<file path="config.mk">
export PLATFORM = sky130hd
export DESIGN_NAME = pipe_hazard_ctrl_flat
export DESIGN_NICKNAME = d
export VERILOG_FILES = /design/src/rtl/pipe_hazard_ctrl_if.sv /design/src/rtl/pipe_hazard_ctrl.sv /design/src/flat_wrapper.sv
export SDC_FILE = /design/constraint.sdc
export NUM_CORES = 1
export LEC_CHECK = 0
export ABC_CLOCK_PERIOD_IN_PS = 5000
export CORE_MARGIN = 1
export CORE_UTILIZATION = 40
export CTS_CLUSTER_DIAMETER = 200
export DETAILED_ROUTE_END_ITERATION = 10
export PLACE_DENSITY_LB_ADDON = 0.2
export SLEW_MARGIN = 10
export SYNTH_ARGS = -nofsm -noshare
export SYNTH_HDL_FRONTEND = slang
export SYNTH_SLANG_ARGS = --single-unit
export TNS_END_PERCENT = 20
</file>
<file path="constraint.sdc">
create_clock -name clk -period 5 [get_ports clk]
set_input_delay 1.5 -clock clk [delete_from_list [all_inputs] [get_ports clk]]
set_output_delay 1.5 -clock clk [all_outputs]
set_load 0.005 [all_outputs]
</file>
<file path="src/rtl/pipe_hazard_ctrl_if.sv">
// Signal bundle between the pipeline hazard controller and the rest of the
// 5-stage core: ID/EX/MEM/WB control fields and the dmem ack come in, and
// the stall/flush/forward selects plus status flags go out.
interface pipe_hazard_ctrl_if;
    logic [4:0] rs1_D, rs2_D;
    logic [4:0] rs1_E, rs2_E, rd_E;
    logic [4:0] rd_M, rd_W;
    logic       result_src_E, reg_write_E, pc_src_E;
    logic       reg_write_M, reg_write_W;
    logic       mreq_M, dmem_ack;
    logic       stall_F, stall_D, stall_E, stall_M;
    logic       flush_D, flush_E, flush_W;
    logic [1:0] fwd_a_E, fwd_b_E;
    logic       mem_err, busy;

    // Pipeline side: drives the control fields, consumes the hazard controls.
    modport master (
        output rs1_D, rs2_D, rs1_E, rs2_E, rd_E, rd_M, rd_W,
        output result_src_E, reg_write_E, pc_src_E, reg_write_M, reg_write_W,
        output mreq_M, dmem_ack,
        input  stall_F, stall_D, stall_E, stall_M, flush_D, flush_E, flush_W,
        input  fwd_a_E, fwd_b_E, mem_err, busy
    );

    // Controller side.
    modport slave (
        input  rs1_D, rs2_D, rs1_E, rs2_E, rd_E, rd_M, rd_W,
        input  result_src_E, reg_write_E, pc_src_E, reg_write_M, reg_write_W,
        input  mreq_M, dmem_ack,
        output stall_F, stall_D, stall_E, stall_M, flush_D, flush_E, flush_W,
        output fwd_a_E, fwd_b_E, mem_err, busy
    );
endinterface

</file>
<file path="src/rtl/pipe_hazard_ctrl.sv">
// Hazard/sequencing controller for the IF/ID/EX/MEM/WB pipeline.
// Resolves load-use stalls, taken branch flushes, EX operand forwarding and
// a multicycle data-memory wait with timeout (sticky mem_err, terminal ERR).
// Optional build macro HAZ_PERF_CNT_EN adds stall_cnt/flush_cnt counters.
module pipe_hazard_ctrl #(
    parameter int unsigned TIMEOUT = 64,  // cycles allowed in DWAIT, 2..65535
    parameter int unsigned CNT_W   = 16   // 2**CNT_W must exceed TIMEOUT
) (
    input  logic               clk,
    input  logic               rst,
    pipe_hazard_ctrl_if.slave  hz
`ifdef HAZ_PERF_CNT_EN
    ,
    output logic [31:0]        stall_cnt,
    output logic [31:0]        flush_cnt
`endif
);

    typedef enum logic [1:0] {
        IDLE  = 2'd0,
        DWAIT = 2'd1,
        ERR   = 2'd2
    } state_t;

    // Counter value on the last permitted wait cycle.
    localparam logic [CNT_W-1:0] LAST_CNT = CNT_W'(TIMEOUT - 1);

    state_t           state_q, state_d;
    logic [CNT_W-1:0] wait_cnt_q, wait_cnt_d;
    logic             mem_err_q, mem_err_d;

    logic             mem_wait;
    logic             load_use;
    logic             branch;

    // Memory wait FSM next state: ack always releases, even on the timeout cycle.
    always_comb begin
        state_d    = state_q;
        wait_cnt_d = wait_cnt_q;
        mem_err_d  = mem_err_q;
        unique case (state_q)
            IDLE: begin
                if (hz.mreq_M && !hz.dmem_ack) begin
                    state_d    = DWAIT;
                    wait_cnt_d = '0;
                end
            end
            DWAIT: begin
                if (hz.dmem_ack) begin
                    state_d = IDLE;
                end else if (wait_cnt_q == LAST_CNT) begin
                    state_d   = ERR;
                    mem_err_d = 1'b1;
                end else begin
                    wait_cnt_d = wait_cnt_q + CNT_W'(1);
                end
            end
            ERR: begin
                state_d = ERR;
            end
            default: begin
                state_d = IDLE;
            end
        endcase
    end

    // FSM state, wait counter and sticky error flag.
    always_ff @(posedge clk) begin
        if (rst) begin
            state_q    <= IDLE;
            wait_cnt_q <= '0;
            mem_err_q  <= 1'b0;
        end else begin
            state_q    <= state_d;
            wait_cnt_q <= wait_cnt_d;
            mem_err_q  <= mem_err_d;
        end
    end

    // Hazard conditions; x0 never participates in a load-use match.
    always_comb begin
        mem_wait = ((state_q == IDLE)  && hz.mreq_M && !hz.dmem_ack) ||
                   ((state_q == DWAIT) && !hz.dmem_ack) ||
                   (state_q == ERR);
        load_use = hz.result_src_E && hz.reg_write_E && (hz.rd_E != 5'd0) &&
                   ((hz.rd_E == hz.rs1_D) || (hz.rd_E == hz.rs2_D));
        branch   = hz.pc_src_E;
    end

    // Stall/flush/forward outputs: reset forcing, then mem_wait > branch > load_use.
    always_comb begin
        hz.stall_F = 1'b0;
        hz.stall_D = 1'b0;
        hz.stall_E = 1'b0;
        hz.stall_M = 1'b0;
        hz.flush_D = 1'b0;
        hz.flush_E = 1'b0;
        hz.flush_W = 1'b0;
        hz.fwd_a_E = 2'b00;
        hz.fwd_b_E = 2'b00;
        hz.busy    = 1'b0;
        if (rst) begin
            hz.flush_D = 1'b1;
            hz.flush_E = 1'b1;
            hz.flush_W = 1'b1;
        end else begin
            hz.busy = (state_q != IDLE);
            if (mem_wait) begin
                // Whole front of the pipe freezes; a pending branch is held, not flushed.
                hz.stall_F = 1'b1;
                hz.stall_D = 1'b1;
                hz.stall_E = 1'b1;
                hz.stall_M = 1'b1;
                hz.flush_W = 1'b1;
            end else if (branch) begin
                hz.flush_D = 1'b1;
                hz.flush_E = 1'b1;
            end else if (load_use) begin
                hz.stall_F = 1'b1;
                hz.stall_D = 1'b1;
                hz.flush_E = 1'b1;
            end

            // Forwarding stays live while stalled so held EX operands refresh.
            if (hz.reg_write_M && (hz.rd_M != 5'd0) && (hz.rd_M == hz.rs1_E)) begin
                hz.fwd_a_E = 2'b10;
            end else if (hz.reg_write_W && (hz.rd_W != 5'd0) && (hz.rd_W == hz.rs1_E)) begin
                hz.fwd_a_E = 2'b01;
            end

            if (hz.reg_write_M && (hz.rd_M != 5'd0) && (hz.rd_M == hz.rs2_E)) begin
                hz.fwd_b_E = 2'b10;
            end else if (hz.reg_write_W && (hz.rd_W != 5'd0) && (hz.rd_W == hz.rs2_E)) begin
                hz.fwd_b_E = 2'b01;
            end
        end
    end

    assign hz.mem_err = mem_err_q;

`ifdef HAZ_PERF_CNT_EN
    logic [31:0] stall_cnt_q;
    logic [31:0] flush_cnt_q;
    logic        stall_evt;
    logic        flush_evt;

    // Only branch/load_use bubbles count as flushes; reset-forced flushes do not.
    assign stall_evt = !rst && (mem_wait || (!branch && load_use));
    assign flush_evt = !rst && !mem_wait && (branch || load_use);

    // Free-running performance counters, wrapping modulo 2^32.
    always_ff @(posedge clk) begin
        if (rst) begin
            stall_cnt_q <= '0;
            flush_cnt_q <= '0;
        end else begin
            if (stall_evt) begin
                stall_cnt_q <= stall_cnt_q + 32'd1;
            end
            if (flush_evt) begin
                flush_cnt_q <= flush_cnt_q + 32'd1;
            end
        end
    end

    assign stall_cnt = stall_cnt_q;
    assign flush_cnt = flush_cnt_q;
`endif

endmodule

</file>
<file path="src/flat_wrapper.sv">
// flat-port wrapper written by rule: the top's interface ports become plain ports
module pipe_hazard_ctrl_flat 
#(
    parameter int unsigned TIMEOUT = 64,                                      
    parameter int unsigned CNT_W   = 16                                  
)
  (clk, rst, hz_rs1_D, hz_rs2_D, hz_rs1_E, hz_rs2_E, hz_rd_E, hz_rd_M, hz_rd_W, hz_result_src_E, hz_reg_write_E, hz_pc_src_E, hz_reg_write_M, hz_reg_write_W, hz_mreq_M, hz_dmem_ack, hz_stall_F, hz_stall_D, hz_stall_E, hz_stall_M, hz_flush_D, hz_flush_E, hz_flush_W, hz_fwd_a_E, hz_fwd_b_E, hz_mem_err, hz_busy);
  pipe_hazard_ctrl_if hz_i ();
  input  logic clk;
  input  logic rst;
  input wire logic [$bits(hz_i.rs1_D)-1:0] hz_rs1_D;
  input wire logic [$bits(hz_i.rs2_D)-1:0] hz_rs2_D;
  input wire logic [$bits(hz_i.rs1_E)-1:0] hz_rs1_E;
  input wire logic [$bits(hz_i.rs2_E)-1:0] hz_rs2_E;
  input wire logic [$bits(hz_i.rd_E)-1:0] hz_rd_E;
  input wire logic [$bits(hz_i.rd_M)-1:0] hz_rd_M;
  input wire logic [$bits(hz_i.rd_W)-1:0] hz_rd_W;
  input wire logic [$bits(hz_i.result_src_E)-1:0] hz_result_src_E;
  input wire logic [$bits(hz_i.reg_write_E)-1:0] hz_reg_write_E;
  input wire logic [$bits(hz_i.pc_src_E)-1:0] hz_pc_src_E;
  input wire logic [$bits(hz_i.reg_write_M)-1:0] hz_reg_write_M;
  input wire logic [$bits(hz_i.reg_write_W)-1:0] hz_reg_write_W;
  input wire logic [$bits(hz_i.mreq_M)-1:0] hz_mreq_M;
  input wire logic [$bits(hz_i.dmem_ack)-1:0] hz_dmem_ack;
  output wire logic [$bits(hz_i.stall_F)-1:0] hz_stall_F;
  output wire logic [$bits(hz_i.stall_D)-1:0] hz_stall_D;
  output wire logic [$bits(hz_i.stall_E)-1:0] hz_stall_E;
  output wire logic [$bits(hz_i.stall_M)-1:0] hz_stall_M;
  output wire logic [$bits(hz_i.flush_D)-1:0] hz_flush_D;
  output wire logic [$bits(hz_i.flush_E)-1:0] hz_flush_E;
  output wire logic [$bits(hz_i.flush_W)-1:0] hz_flush_W;
  output wire logic [$bits(hz_i.fwd_a_E)-1:0] hz_fwd_a_E;
  output wire logic [$bits(hz_i.fwd_b_E)-1:0] hz_fwd_b_E;
  output wire logic [$bits(hz_i.mem_err)-1:0] hz_mem_err;
  output wire logic [$bits(hz_i.busy)-1:0] hz_busy;
  assign hz_i.rs1_D = hz_rs1_D;
  assign hz_i.rs2_D = hz_rs2_D;
  assign hz_i.rs1_E = hz_rs1_E;
  assign hz_i.rs2_E = hz_rs2_E;
  assign hz_i.rd_E = hz_rd_E;
  assign hz_i.rd_M = hz_rd_M;
  assign hz_i.rd_W = hz_rd_W;
  assign hz_i.result_src_E = hz_result_src_E;
  assign hz_i.reg_write_E = hz_reg_write_E;
  assign hz_i.pc_src_E = hz_pc_src_E;
  assign hz_i.reg_write_M = hz_reg_write_M;
  assign hz_i.reg_write_W = hz_reg_write_W;
  assign hz_i.mreq_M = hz_mreq_M;
  assign hz_i.dmem_ack = hz_dmem_ack;
  assign hz_stall_F = hz_i.stall_F;
  assign hz_stall_D = hz_i.stall_D;
  assign hz_stall_E = hz_i.stall_E;
  assign hz_stall_M = hz_i.stall_M;
  assign hz_flush_D = hz_i.flush_D;
  assign hz_flush_E = hz_i.flush_E;
  assign hz_flush_W = hz_i.flush_W;
  assign hz_fwd_a_E = hz_i.fwd_a_E;
  assign hz_fwd_b_E = hz_i.fwd_b_E;
  assign hz_mem_err = hz_i.mem_err;
  assign hz_busy = hz_i.busy;
  pipe_hazard_ctrl #(.TIMEOUT(TIMEOUT), .CNT_W(CNT_W)) u_core (.clk(clk), .rst(rst), .hz(hz_i));
endmodule
</file>
==> run summary <==
Cell variety after synth: 46
Syn_nets: 230
Ys Warns: 0
DR vias/cell: 5.29
Maxcap violations: 0
Layout cells sized above 1: 10.2%
Leakage: 0.740 nW
FF+latch count, synth: 19
WL final: 3690 um
Final Skew: 5.37 ps
Initial drt markers: 45
First-pass GRT wire length: 6110 um
Pwr Density: 157 nW/um2
Most frequent cells in the layout: clkdlybuf4s50_1, xnor2_1, dfxtp_1, nor2_1, o21ai_0
Worst setup EP type: output pin
Number of synthesized flops with an enable pin: 0
Mapped Area: 1470 um2
Die H: 62.6 um
Clock-pin transition on the worst setup and hold timing paths: 110 ps
H-tree depth: 1
Clock Sinks: 19
Antenna diodes: 0
Pin count of the biggest net entering global routing: 18
Routed Antenna Nets: 0
Async set-or-reset flop fraction in the synthesized netlist: 0%
Post-route DRC: 0
Commonest non-fill, non-tap cell in the layout: clkdlybuf4s50_1
Overall Global Routing Usage: 19.2%
Vias in the first global route: 1431
PortBufs: 56
Die Span X: 62.6 um
Routability cong.: 0.833
CTS tree: built
Num CTS Buffers: 3
DR WL/cell: 12.7 um
Peak supply drop: 0.0711 mV
Slew Viols, Final: 0
Layout area overhead: 46.0%
Fin crit period: 4870 ps
Hold WC Path Type: flop to flop
Avg Cell Area, Syn: 7.94 um2
Status: finished, final reports clean
Achievable Freq: 206 MHz
Initial antenna violation count: 0
Router iterations before antenna repair: 4
CP Class: input pin to output pin
Post-Syn Instances: 185
Clock Latency Late Sink: 300 ps
Final HPWL DP: 2930 um
Hold buffers post-CTS: 0
Max-slew headroom: 42.9%
Top_reg_cell synth: dfxtp_1
CTS Root Cell: clkbuf_4
Pwr Total: 0.000338 W
M1 wire length: 1770 um
Critical path startpoint category: input pin
Post-synthesis sequential area ratio: 25.9%
Worst-path maximum fanout: 3
Max Buffers Root-to-Sink: 2
Starting Density: 43.0%
Final nets: 291
Final period utilization: 97.3%
Vias: 1540
Routed wl met2: 1660 um
Rows: 21
Met3 WL: 214 um
Critical Path AT: 3370 ps
Setup_tns: 0 ps
Gr ovfl total: 0
RSZ-0062 raised after global routing: false
# IOs: 57
Core Region: 3420 um2
DR top layer: met4
Critical Path RT: 3500 ps
Worst-margin pin slew: 857 ps
Post-CTS Setup Bufs: 0
# setup viols final: 0
Final Hold Fails: 0
Die ar.: 3920 um2
==> per-layer routing <==
layer / track usage (%) / vias up
met5: 0 / -
met4: 6.40 / 0
met3: 4.20 / 5
met2: 31.9 / 52
met1: 24.2 / 675
li1: - / 808
==> worst max-delay path: stages <==
cell and delay (ps):
clkdlybuf4s50_1 460, or4_1 540, o2111ai_1 270, o22ai_2 140, clkdlybuf4s50_1 460
==> layout make-up <==
cell class | count | area (um2)
fill | 319 | 1270
clock buffer | 4 | 26.3
sequential | 19 | 380
timing repair buffer | 66 | 633
tap | 46 | 57.6
multi-input combinational | 152 | 1030
inverter | 4 | 15.0
==> state kept, by name, summed over array words and instances (netlist names) <==
signal,count
u_core.wait_cnt_q,16
u_core.hz.mem_err,1
u_core.state_q,2
==> worst paths after layout <==
kind / start / endpoint / slack, ps / cells past startpoint
max: hz_rd_E[0] / hz_stall_F / 130 / 5
min: u_core.hz.mem_err / u_core.hz.mem_err / 490 / 2
max reg2reg: u_core.wait_cnt_q[0] / u_core.wait_cnt_q[7] / 2630 / 6
min reg2reg: u_core.hz.mem_err / u_core.hz.mem_err / 490 / 2
==> logic make-up (layout without fill, tap and decap cells) <==
logic type               after synthesis  in the layout  synth area share [%]
AO/OA/AOI/OAI                         46             46                  19.8
XOR/XNOR                              30             30                  17.9
adder cells (fa/ha/maj)                1              1                 0.852
buffers and inverters                 14             74                  4.94
flip-flops                            19             19                  25.9
multiplexers                           1              1                 0.681
AND/OR/NAND/NOR                       74             74                  30.0
==> synthesized netlist by cell type (all sizes together) (2+ instances only) <==
cell type | n | area share [%]
a211oi | 2 | 1.0
a21oi | 7 | 2.4
a31oi | 4 | 1.7
a41oi | 2 | 1.2
buf | 4 | 2.1
clkbuf | 6 | 1.8
dfxtp | 19 | 26
inv | 4 | 1.0
nand2 | 9 | 2.3
nand2b | 2 | 0.85
nand3 | 9 | 3.1
nand3b | 2 | 1.3
nand4 | 4 | 2.1
nor2 | 16 | 4.1
nor2b | 4 | 1.7
nor3 | 6 | 2.0
nor3b | 2 | 1.4
nor4 | 7 | 4.4
o21ai | 15 | 5.1
o22ai | 2 | 0.85
o31ai | 8 | 4.1
o41ai | 3 | 1.8
or2 | 2 | 0.85
or4 | 5 | 2.6
xnor2 | 20 | 12
xor2 | 10 | 6.0
==> power breakdown <==
part | switching, W | internal, W | total, W | leakage (nW)
registers | 0.00000110 | 0.000152 | 0.000153 | 0.153
clock network | 0.0000476 | 0.0000311 | 0.0000787 | 0.0150
logic | 0.0000411 | 0.0000645 | 0.000106 | 0.572
total | 0.0000898 | 0.000248 | 0.000338 | 0.740
==> metrics by stage <==
step	util [%]	cells	hold WS, ps	setup slack, ps	instance area, um2
6_report	62.8	291	486	135	2140
5_1_grt	62.8	291	540	17.7	2140
4_1_cts	62.6	291	493	118	2140
3_5_place_dp	61.6	287	464	-120	2100
3_3_place_gp	61.6	287	475	-53.6	2100
2_1_floorplan	-	185	451	866	1470
==> repair_timing <==
action	in CTS	in global routing
setup endpoints to repair	2	2
pin swaps	1	0
endpoints found under the hold margin	0	0
gates resized for setup	4	1
No activity file was read; power rests on OpenSTA's default activity.
